**src/rtl/uart_receiver.sv**
```systemverilog
// UART receiver: 2-flop synchronised RX, mid-bit sampling, 8N1 framing, one-entry holding register.
// Define UART_RX_MAJORITY_EN to sample each bit by 2-of-3 majority of the synchronised line.
`timescale 1ns/1ps
module uart_receiver #(
  parameter int clock_per_bit      = 2604,
  parameter int half_clock_per_bit = 1302
) (
  input  logic       clock,
  input  logic       reset_n,
  input  logic       in,
  input  logic       read_ack,
  output logic [7:0] received,
  output logic       data_ready,
  output logic       busy,
  output logic       frame_error,
  output logic       overrun
);

  typedef enum logic [2:0] {IDLE, START, DATA, STOP, BREAK} state_t;

  localparam logic [11:0] BIT_LAST  = 12'(clock_per_bit - 1);
  localparam logic [11:0] HALF_LAST = 12'(half_clock_per_bit - 1);

  state_t      state_q, state_d;
  logic        sync1_q, rx_s_q;
  logic [11:0] bit_cnt_q, bit_cnt_d;
  logic [2:0]  idx_q, idx_d;
  logic [7:0]  shift_q, shift_d;
  logic [7:0]  received_q, received_d;
  logic        data_ready_q, data_ready_d;
  logic        busy_q, busy_d;
  logic        frame_error_q, frame_error_d;
  logic        overrun_q, overrun_d;
  logic        sample;
  logic        ack;

  always_ff @(posedge clock or negedge reset_n) begin
    if (!reset_n) begin
      sync1_q <= 1'b1;
      rx_s_q  <= 1'b1;
    end else begin
      sync1_q <= in;
      rx_s_q  <= sync1_q;
    end
  end

`ifdef UART_RX_MAJORITY_EN
  logic [1:0] hist_q;

  always_ff @(posedge clock or negedge reset_n) begin
    if (!reset_n) hist_q <= 2'b11;
    else          hist_q <= {hist_q[0], rx_s_q};
  end

  assign sample = (rx_s_q & hist_q[0]) | (rx_s_q & hist_q[1]) | (hist_q[0] & hist_q[1]);
`else
  assign sample = rx_s_q;
`endif

  always_ff @(posedge clock or negedge reset_n) begin
    if (!reset_n) begin
      state_q       <= IDLE;
      bit_cnt_q     <= '0;
      idx_q         <= '0;
      shift_q       <= '0;
      received_q    <= '0;
      data_ready_q  <= 1'b0;
      busy_q        <= 1'b0;
      frame_error_q <= 1'b0;
      overrun_q     <= 1'b0;
    end else begin
      state_q       <= state_d;
      bit_cnt_q     <= bit_cnt_d;
      idx_q         <= idx_d;
      shift_q       <= shift_d;
      received_q    <= received_d;
      data_ready_q  <= data_ready_d;
      busy_q        <= busy_d;
      frame_error_q <= frame_error_d;
      overrun_q     <= overrun_d;
    end
  end

  always_comb begin
    state_d       = state_q;
    bit_cnt_d     = bit_cnt_q + 12'd1;
    idx_d         = idx_q;
    shift_d       = shift_q;
    received_d    = received_q;
    data_ready_d  = data_ready_q;
    overrun_d     = overrun_q;
    frame_error_d = 1'b0;
    ack           = read_ack && data_ready_q;

    // A consumer ack releases the holder; a load in the same cycle overrides below.
    if (ack) begin
      data_ready_d = 1'b0;
      overrun_d    = 1'b0;
    end

    case (state_q)
      IDLE: begin
        bit_cnt_d = '0;
        if (!rx_s_q) state_d = START;
      end
      START: begin
        if (bit_cnt_q == HALF_LAST) begin
          bit_cnt_d = '0;
          if (!sample) begin
            state_d = DATA;
            idx_d   = '0;
          end else begin
            state_d = IDLE;
          end
        end
      end
      DATA: begin
        if (bit_cnt_q == BIT_LAST) begin
          bit_cnt_d = '0;
          shift_d   = {sample, shift_q[7:1]};
          if (idx_q == 3'd7) state_d = STOP;
          else               idx_d   = idx_q + 3'd1;
        end
      end
      STOP: begin
        if (bit_cnt_q == BIT_LAST) begin
          bit_cnt_d = '0;
          if (sample) begin
            state_d = IDLE;
            if (!data_ready_q || read_ack) begin
              received_d   = shift_q;
              data_ready_d = 1'b1;
            end else begin
              overrun_d = 1'b1;
            end
          end else begin
            frame_error_d = 1'b1;
            state_d       = BREAK;
          end
        end
      end
      BREAK: begin
        // A line stuck low must return high before a new frame can start.
        bit_cnt_d = '0;
        if (rx_s_q) state_d = IDLE;
      end
      default: begin
        bit_cnt_d = '0;
        state_d   = IDLE;
      end
    endcase

    busy_d = (state_d != IDLE);
  end

  assign received    = received_q;
  assign data_ready  = data_ready_q;
  assign busy        = busy_q;
  assign frame_error = frame_error_q;
  assign overrun     = overrun_q;

endmodule

```
**config.mk**
```make
export PLATFORM = sky130hd
export DESIGN_NAME = uart_receiver
export DESIGN_NICKNAME = d
export VERILOG_FILES = /design/src/rtl/uart_receiver.sv
export SDC_FILE = /design/constraint.sdc
export NUM_CORES = 1
export LEC_CHECK = 0
export CAP_MARGIN = 20
export CORE_MARGIN = 3
export CORE_UTILIZATION = 55
export CTS_CLUSTER_DIAMETER = 120
export DETAILED_ROUTE_END_ITERATION = 10
export DONT_BUFFER_PORTS = 1
export PLACE_DENSITY = 0.79
export RECOVER_POWER = 50
export SLEW_MARGIN = 15
export SYNTH_ARGS = -nofsm -noshare
export SYNTH_HDL_FRONTEND = slang
export SYNTH_SLANG_ARGS = --single-unit
export TNS_END_PERCENT = 10
```
**constraint.sdc**
```tcl
create_clock -name clock -period 2.7 [get_ports clock]
set_input_delay 0.405 -clock clock [delete_from_list [all_inputs] [get_ports clock]]
set_output_delay 0.405 -clock clock [all_outputs]
set_load 0.05 [all_outputs]
```
==> results of run 1 <==
[stage by stage]
step / hold slack [ns] / util, % / instance area (um^2) / setup WS [ns] / power (mW)
after global routing: 0.0107 / 63.6 / 2020 / 0.220 / 1.04
after floorplan: 0.109 / - / 1910 / 0.612 / 0.622
after detailed placement: 0.111 / 60.5 / 1920 / 0.414 / 0.624
after CTS: 0.0310 / 63.9 / 2030 / 0.408 / 1.01
after global placement: 0.111 / 60.5 / 1920 / 0.515 / 0.624
final: 0.0486 / 63.6 / 2020 / 0.388 / 1.00
[logic make-up (layout without fill, tap and decap cells)]
family                   count (synthesis)  in the layout  share of synthesized area [%]
multiplexers                            18             18                           12.0
AO/OA/AOI/OAI                           14             14                           5.36
flip-flops                              40             40                           52.4
XOR/XNOR                                10             10                           4.58
buffers and inverters                    9             12                           2.81
adder cells (fa/ha/maj)                  4              4                           2.61
AND/OR/NAND/NOR                         63             63                           20.2
[critical path, stage by stage, from the launching register on]
cell and delay (ns):
dfrtp_1 0.49, or3b_1 0.44, or4_1 0.64, a22oi_2 0.49, nor2_1 0.13
[synthesized netlist by cell type (all sizes together) (2+ instances only)]
library cell	number	area [um^2]
a21oi	4	31.3
a22o	3	26.3
a31oi	2	12.5
and4	2	17.5
buf	4	35.0
clkbuf	3	11.3
dfrtp	38	951
dfstp	2	52.6
ha	4	50.1
inv	2	7.51
mux2	16	210
mux2i	2	20.0
nand2	7	26.3
nand2b	3	18.8
nand3	7	40.0
nand3b	2	15.0
nand4	3	18.8
nor2	15	56.3
nor2b	4	25.0
nor4	3	25.0
nor4b	3	26.3
o21ai	4	20.0
or4	2	18.8
xnor2	3	26.3
xor2	7	61.3
[routing by layer]
| metal | wire length (um) | up-vias | GRT usage, % |
|---|---|---|---|
| met4 | 34 | 0 | 4.22 |
| met1 | 1430 | 612 | 20.9 |
| met2 | 1570 | 26 | 28.2 |
| met3 | 133 | 4 | 6.07 |
| li1 | - | 569 | - |
| met5 | 0 | - | 0 |
[state kept, by name (all words and copies together), names as in the netlist]
register,cells
busy,1
frame_error,1
rx_s_q,1
state_q,3
sync1_q,1
shift_q,8
data_ready,1
overrun,1
idx_q,3
received,8
bit_cnt_q,12
[area by class of cell]
cell class / instances / area (um^2) / share of cell area (%)
inverters: 2 / 7.51 / 0.371
clock inverters: 2 / 35.0 / 1.73
well taps: 44 / 55.1 / 2.72
multi-input cells: 109 / 857 / 42.4
clock buffers: 6 / 41.3 / 2.04
repair buffers: 2 / 22.5 / 1.11
flip-flops and latches: 40 / 1000 / 49.6
[power groups by stage]
stage	Clock, mW	Sequential (mW)	Combinational (mW)
after floorplan	0	0.621	0.00197
after global placement	0	0.621	0.00206
after detailed placement	0	0.622	0.00221
after CTS	0.385	0.610	0.0186
after global routing	0.416	0.611	0.0183
final	0.376	0.610	0.0153
[final timing paths]
kind                                           endpoint  slack [ns]  cells past startpoint              startpoint
worst max-delay path            bit_cnt_q[11]$_DFF_PN0_        0.39                      4  bit_cnt_q[4]$_DFF_PN0_
max in group asynchronous          state_q[2]$_DFF_PN0_        0.59                      2                 reset_n
worst min register to register         rx_s_q$_DFF_PN1_        0.37                      0       sync1_q$_DFF_PN1_
worst min-delay path                  sync1_q$_DFF_PN1_        0.05                      0                      in
worst max register to register  bit_cnt_q[11]$_DFF_PN0_        0.39                      4  bit_cnt_q[4]$_DFF_PN0_
min in group asynchronous       bit_cnt_q[10]$_DFF_PN0_        1.14                      2                 reset_n
[what timing repair did]
action,in CTS,in global routing
hold buffers,2,0
endpoints found under the setup margin,0,0
hold endpoints to repair,40,0
==> impl_metrics.ini, run 1 <==
[floorplan]
io_pins = 16
start_util_pct = 60.2
fp.dieW_um = 65.0
core.rowCount = 20
coreArea_um2 = 3180
die_h_um = 65.0
die_area_um2 = 4220

[finish]
fill_cells = 256
final_cell_mix = 38 x dfrtp_1, 15 x nor2_1, 8 x mux2_4
final_common_cell = dfrtp_1
area_delta_synth_final_pct = 5.62
num-nets-final = 168
drive_gt1_share_pct = 16.8
instances_no_fill = 205
diodes = 0

[route]
wl_per_cell_um = 15.5
vias_per_cell = 5.91
vias = 1211
totalWireLength_mm = 3.17
ant_nets = 0
dr.pass1.iters = 4
drcViolationCount = 0
drt_iter0_markers = 58

[synthesis]
ys_types = 47
synth_seq_cells = 40
syn_nets = 166
syn_area_per_cell_um2 = 12.1
ys_seq_area_share_pct = 52.4
synthFlopType = dfrtp_1
async_flop_share_pct = 100
synth_edf_count = 0
synth_cells = 158
ys.warnings.count = 0
syn_area_um2 = 1910

[sta]
min_period_ns = 2.31
setup_viol = 0
rsz0062_at_grt = false
fin_worst_skew_ns = 0.00765
relSlewSlack_pct = -12.2
worst_pin_slew_ns = 1.68
fmax_mhz = 433
final_max_slew_viol_count = 41
tns_ns = 0
hold_violations = 0
min_period_over_period_pct = 85.6

[clock_network]
worstSkewPairLatency_ns = 0.34
cts_max_path_buffers = 2
cts_resized = 0
cts_buffers = 5
cts_max_level = 2
cts_num_sinks = 40
tritoncts = built
post_cts_buffers = 0
cts_root_buf = clkbuf_4
clk_pin_slew_worst_paths_ns = 0.11

[pwr]
power.density_nw_per_um2 = 495
power_switching_mw = 0.201
ir_drop_mv = 0.337
p_clk_share_pct = 37.5
leakage_nw = 0.970
swShare_pct = 20.0
pwr-share-seq_pct = 60.9
intPower_mw = 0.800
combPwrFrac_pct = 1.5

[setup_path]
cp_max_fo = 12
worstPathArrival_ns = 2.52
crit_path_end_kind = register
start_kind = register
critPathKind = reg2reg
cp.required_ns = 2.91

[job]
drv_cap = 1

[placed_design]
dp_cells = 195
dp_hpwl_mm = 2.29
place.gp.congestion = 0.890
io_buffers = 0

[global_route]
grt_overflow_total = 0
antenna_found_initial = 0
grt_pass1_wl_mm = 5.51
grt_max_degree = 41
grt_pass1_vias = 1228
grt_usage_pct = 16.9

[run_status]
status = finished with violations
violations = max-capacitance violations, max-slew violations

[worst_hold_path]
min_path_type = in2reg
Note: power is estimated with default switching activity, not from simulation.
==> run 2, diff against run 1 <==
--- a/config.mk
+++ b/config.mk
@@ -11,7 +11,7 @@
 export CTS_CLUSTER_DIAMETER = 120
 export DETAILED_ROUTE_END_ITERATION = 10
 export DONT_BUFFER_PORTS = 1
-export PLACE_DENSITY = 0.79
+export PLACE_DENSITY = 0.82
 export RECOVER_POWER = 50
 export SLEW_MARGIN = 15
 export SYNTH_ARGS = -nofsm -noshare
==> constraint.sdc (replaced) <==
create_clock -name clock -period 2.1 [get_ports clock]
set_input_delay 0.315 -clock clock [delete_from_list [all_inputs] [get_ports clock]]
set_output_delay 0.315 -clock clock [all_outputs]
set_load 0.05 [all_outputs]
==> run 2 against run 1 <==
The run now ends clean; die area stayed put; setup slack worse by 0.32 ns; critical path depth is 1 lower; flip-flop and latch count is the same; first-iteration DRC count up 47%; sequential share of layout area down 2.9 points; core utilization rose by 3.9 points.
==> impl_metrics.ini, run 2 (same netlist as run 1, synthesis figures left out) <==
[sta]
min_period_over_period_pct = 96.7
rsz0062_at_grt = false
relSlewSlack_pct = 37.4
hold_violations = 0
fin_worst_skew_ns = 0.00939
min_period_ns = 2.03
final_max_slew_viol_count = 0
setup_viol = 0
fmax_mhz = 492
worst_pin_slew_ns = 0.939
tns_ns = 0
timing.final.ws_setup_ns = 0.0684

[global_route]
grt_max_degree = 41
grt_overflow_total = 0
grt_usage_pct = 20.1
grt_pass1_wl_mm = 6.50
grt_pass1_vias = 1337
antenna_found_initial = 0

[setup_path]
cp_max_fo = 9
endpoint = shift_q[4]$_DFFE_PN0P_
worstPathArrival_ns = 2.27
critPathLaunch = bit_cnt_q[8]$_DFF_PN0_
r2r_cells = 3
crit_path_end_kind = register
critPathKind = reg2reg
r2r_setup_slack_ns = 0.07
start_kind = register
cp.required_ns = 2.34
r2r_start = bit_cnt_q[8]$_DFF_PN0_
r2r_end = shift_q[4]$_DFFE_PN0P_

[floorplan]
coreArea_um2 = 3180
io_pins = 16
core.rowCount = 20
start_util_pct = 60.2
die_area_um2 = 4220
fp.dieW_um = 65.0
die_h_um = 65.0

[run_status]
status = completed

[finish]
diodes = 0
final_common_cell = dfrtp_1
regMostFlops = bit_cnt_q
largest_register_ffs = 12
num-nets-final = 182
drive_gt1_share_pct = 24.0
area_delta_synth_final_pct = 12.2
final_cell_mix = 38 x dfrtp_1, 15 x nor2_1, 12 x buf_4

[job]
drv_cap = 0

[clock_network]
tritoncts = built
cts_root_buf = clkbuf_4
cts_buffers = 5
clk_pin_slew_worst_paths_ns = 0.12
post_cts_buffers = 0
worstSkewPairLatency_ns = 0.35
cts_max_path_buffers = 2
cts_num_sinks = 40
cts_max_level = 2

[route]
drcViolationCount = 0
wl_per_cell_um = 16.8
dr.pass1.iters = 4
drt_iter0_markers = 85
ant_nets = 0
vias = 1257
vias_per_cell = 5.74
totalWireLength_mm = 3.68

[pwr]
leakage_nw = 1.03
total_power_mw = 1.31
power.density_nw_per_um2 = 611
ir_drop_mv = 0.600

[placed_design]
io_buffers = 0
place.gp.congestion = 0.816
dp_hpwl_mm = 2.69
pre_cts_ws_ns = 0.0365

[worst_hold_path]
min_path_type = in2reg
==> run 2: metal layers <==
layer | vias to the layer above | GRT usage [%] | wire, um
li1 | 591 | - | -
met5 | - | 0 | 0
met2 | 22 | 32.3 | 1830
met1 | 640 | 26.4 | 1680
met4 | 0 | 4.75 | 34
met3 | 4 | 6.59 | 143
==> run 2: critical path, cell delays in order (launching register included) <==
cell and delay [ns]:
dfrtp_1 0.42, or4_4 0.54, or4b_4 0.62, mux2_4 0.34
==> run 2: where the power goes <==
| group | internal, mW | switching, mW |
|---|---|---|
| sequential | 0.775 | 0.00988 |
| clock | 0.248 | 0.260 |
| combinational | 0.00486 | 0.0152 |
| total | 1.03 | 0.285 |
==> run 2: worst min path at each step <==
stage | startpoint | end | slack, ns | cells past startpoint
2_1_floorplan | reset_n | bit_cnt_q[0]$_DFF_PN0_ | 0.02 | 0
3_3_place_gp | reset_n | state_q[1]$_DFF_PN0_ | 0.02 | 0
3_5_place_dp | reset_n | state_q[0]$_DFF_PN0_ | 0.02 | 0
4_1_cts | read_ack | overrun$_DFF_PN0_ | 0.03 | 1
5_1_grt | read_ack | overrun$_DFF_PN0_ | 0.03 | 1
6_report | read_ack | overrun$_DFF_PN0_ | 0.03 | 1
==> run 2: final cells by class <==
class                   instances  area [um^2]
clock buffers                   5         37.5
repair buffers                 16          135
fillers                       251         1030
flip-flops and latches         40         1000
inverters                       2         7.51
multi-input cells             109          866
clock inverters                 3         42.5
well taps                      44         55.1
==> run 2: what timing repair did <==
item | CTS | global route
resized for setup | 0 | 1
endpoints found under the hold margin | 41 | 0
hold buffers | 3 | 0
endpoints found under the setup margin | 0 | 17
==> run 2: stage by stage <==
step	hold slack (ns)	cells	area, um^2	util, %
2_1_floorplan	0.0194	158	1910	-
6_report	0.0335	219	2150	67.6
4_1_cts	0.0348	219	2150	67.8
5_1_grt	0.0304	219	2150	67.6
3_5_place_dp	0.0207	208	2030	64.0
3_3_place_gp	0.0211	208	2030	64.0
==> run 3, diff against run 2 <==
--- a/config.mk
+++ b/config.mk
@@ -8,6 +8,7 @@
 export CAP_MARGIN = 20
 export CORE_MARGIN = 3
 export CORE_UTILIZATION = 55
+export CTS_BUF_LIST = sky130_fd_sc_hd__clkbuf_16
 export CTS_CLUSTER_DIAMETER = 120
 export DETAILED_ROUTE_END_ITERATION = 10
 export DONT_BUFFER_PORTS = 1
==> run 3 against run 2 <==
Combinational power down 5%; first-iteration DRC count up 21%; largest power group is now the clock network; sequential share of layout area down 1.6 points; total power up 26%; critical endpoint unchanged; hold slack worse by 0.0031 ns; fmax up 0.37%; final cell count down 0.46%; register-to-register slack about the same; global-route usage up 0.74 points; clock power up 67%; wire length up 4.9%; critical path type unchanged.
==> impl_metrics.ini, run 3 (same netlist as run 1, synthesis figures left out) <==
[global_route]
grt_overflow_total = 0
grt_max_degree = 41
grt_pass1_wl_mm = 6.67
grt_pass1_vias = 1360
antenna_found_initial = 0
grt_usage_pct = 20.9

[setup_path]
r2r_setup_slack_ns = 0.08
start_kind = register
crit_path_end_kind = register
critPathKind = reg2reg
r2r_end = shift_q[4]$_DFFE_PN0P_
r2r_cells = 3
cp.required_ns = 2.26
worstPathArrival_ns = 2.19
r2r_start = bit_cnt_q[8]$_DFF_PN0_
cp_max_fo = 9

[sta]
hold_violations = 0
min_period_ns = 2.02
setup_viol = 0
relSlewSlack_pct = 36.1
worst_pin_slew_ns = 0.959
final_max_slew_viol_count = 0
fmax_mhz = 494
fin_worst_skew_ns = 0.00350
min_period_over_period_pct = 96.4

[pwr]
power.density_nw_per_um2 = 744
ir_drop_mv = 0.646
total_power_mw = 1.65
leakage_nw = 1.07

[route]
wl_met1_mm = 1.71
vias = 1294
ant_nets = 0
vias_per_cell = 5.94
dr_wl_met2_mm = 1.91
drcViolationCount = 0
drt_iter0_markers = 103
dr_wl_met3_um = 192
top_layer = met4
totalWireLength_mm = 3.86
wl_per_cell_um = 17.7
dr.pass1.iters = 4

[clock_network]
cts_root_buf = clkbuf_16
clk_pin_slew_worst_paths_ns = 0.05
cts_num_sinks = 40
worstSkewPairLatency_ns = 0.28
cts_buffers = 5
cts_max_path_buffers = 2
tritoncts = built
cts_max_level = 2

[floorplan]
io_pins = 16
coreArea_um2 = 3180
start_util_pct = 60.2
die_h_um = 65.0
fp.dieW_um = 65.0
die_area_um2 = 4220
core.rowCount = 20

[finish]
largest_register_ffs = 12
num-nets-final = 181
diodes = 0
multi_input_area_um2 = 866
final_area_um2 = 2220
drive_gt1_share_pct = 24.1
final_cell_mix = 38 x dfrtp_1, 15 x nor2_1, 12 x buf_4
final_common_cell = dfrtp_1
final_util_pct = 70.0
regMostFlops = bit_cnt_q
area_delta_synth_final_pct = 16.2
fill_cells = 240
regArea_um2 = 1000

[worst_hold_path]
whs_path_depth = 0
holdPathEnd = sync1_q$_DFF_PN1_
hp-start = in
min_path_type = in2reg

[run_status]
status = completed

[placed_design]
io_buffers = 0
dpl_cell_area_um2 = 2030
place.gp.congestion = 0.816
dp_hpwl_mm = 2.69

[job]
drv_cap = 0
==> run 3: changes by cell type in the layout (fill, tap and decap cells not counted) <==
cell | before | now
clkbuf_4 | 5 | 0
clkbuf_16 | 0 | 5
dlygate4sd3_1 | 2 | 1
==> run 3: routing by layer <==
layer,track usage [%],vias up
li1,-,591
met1,27.3,663
met2,33.2,33
met3,6.59,7
met4,6.07,0
met5,0,-
==> run 3: worst max-delay path by stage <==
stage               cells after the start  slack, ns                       to                    from
floorplan                               5       0.01   shift_q[0]$_DFFE_PN0P_  bit_cnt_q[4]$_DFF_PN0_
finish                                  3       0.08   shift_q[4]$_DFFE_PN0P_  bit_cnt_q[8]$_DFF_PN0_
global route                            6      -0.06   bit_cnt_q[5]$_DFF_PN0_  bit_cnt_q[9]$_DFF_PN0_
detailed placement                      4       0.04  received[2]$_DFFE_PN0P_  bit_cnt_q[4]$_DFF_PN0_
global placement                        3       0.08   shift_q[5]$_DFFE_PN0P_  bit_cnt_q[4]$_DFF_PN0_
CTS                                     4       0.02  received[5]$_DFFE_PN0P_  bit_cnt_q[4]$_DFF_PN0_
==> run 3: repair_timing <==
item                                    CTS  global route
endpoints found under the hold margin    40             0
endpoints found under the setup margin    0            17
hold buffers                              2             0
gates resized for setup                   0             1
buffers inserted                          0             0
==> run 3: area by class of cell <==
type / count / area share [%]
Multi-Input combinational cell: 109 / 38.9
Tap cell: 44 / 2.47
Clock inverter: 3 / 1.91
Inverter: 2 / 0.337
Clock buffer: 5 / 5.62
Timing Repair Buffer: 15 / 5.62
Sequential cell: 40 / 45.1
==> run 3: worst max-delay path, cell delays in order, from the launching register on <==
cell,delay (ns)
dfrtp_1,0.40
or4_4,0.54
or4b_4,0.62
mux2_4,0.34
==> run 3: per-stage QoR <==
step	cells	hold slack, ns	setup TNS [ns]	setup slack, ns
floorplan	158	0.0194	0	0.0117
global placement	208	0.0211	0	0.0769
detailed placement	208	0.0207	0	0.0365
CTS	218	0.0257	0	0.0242
global route	218	0.0156	-0.718	-0.0640
finish	218	0.0304	0	0.0758
==> run 3: where the power goes <==
| part | internal, mW | total [mW] | switching (mW) |
|---|---|---|---|
| clock network | 0.557 | 0.850 | 0.292 |
| logic | 0.00363 | 0.0190 | 0.0153 |
| registers | 0.776 | 0.786 | 0.00993 |
| total | 1.34 | 1.65 | 0.318 |
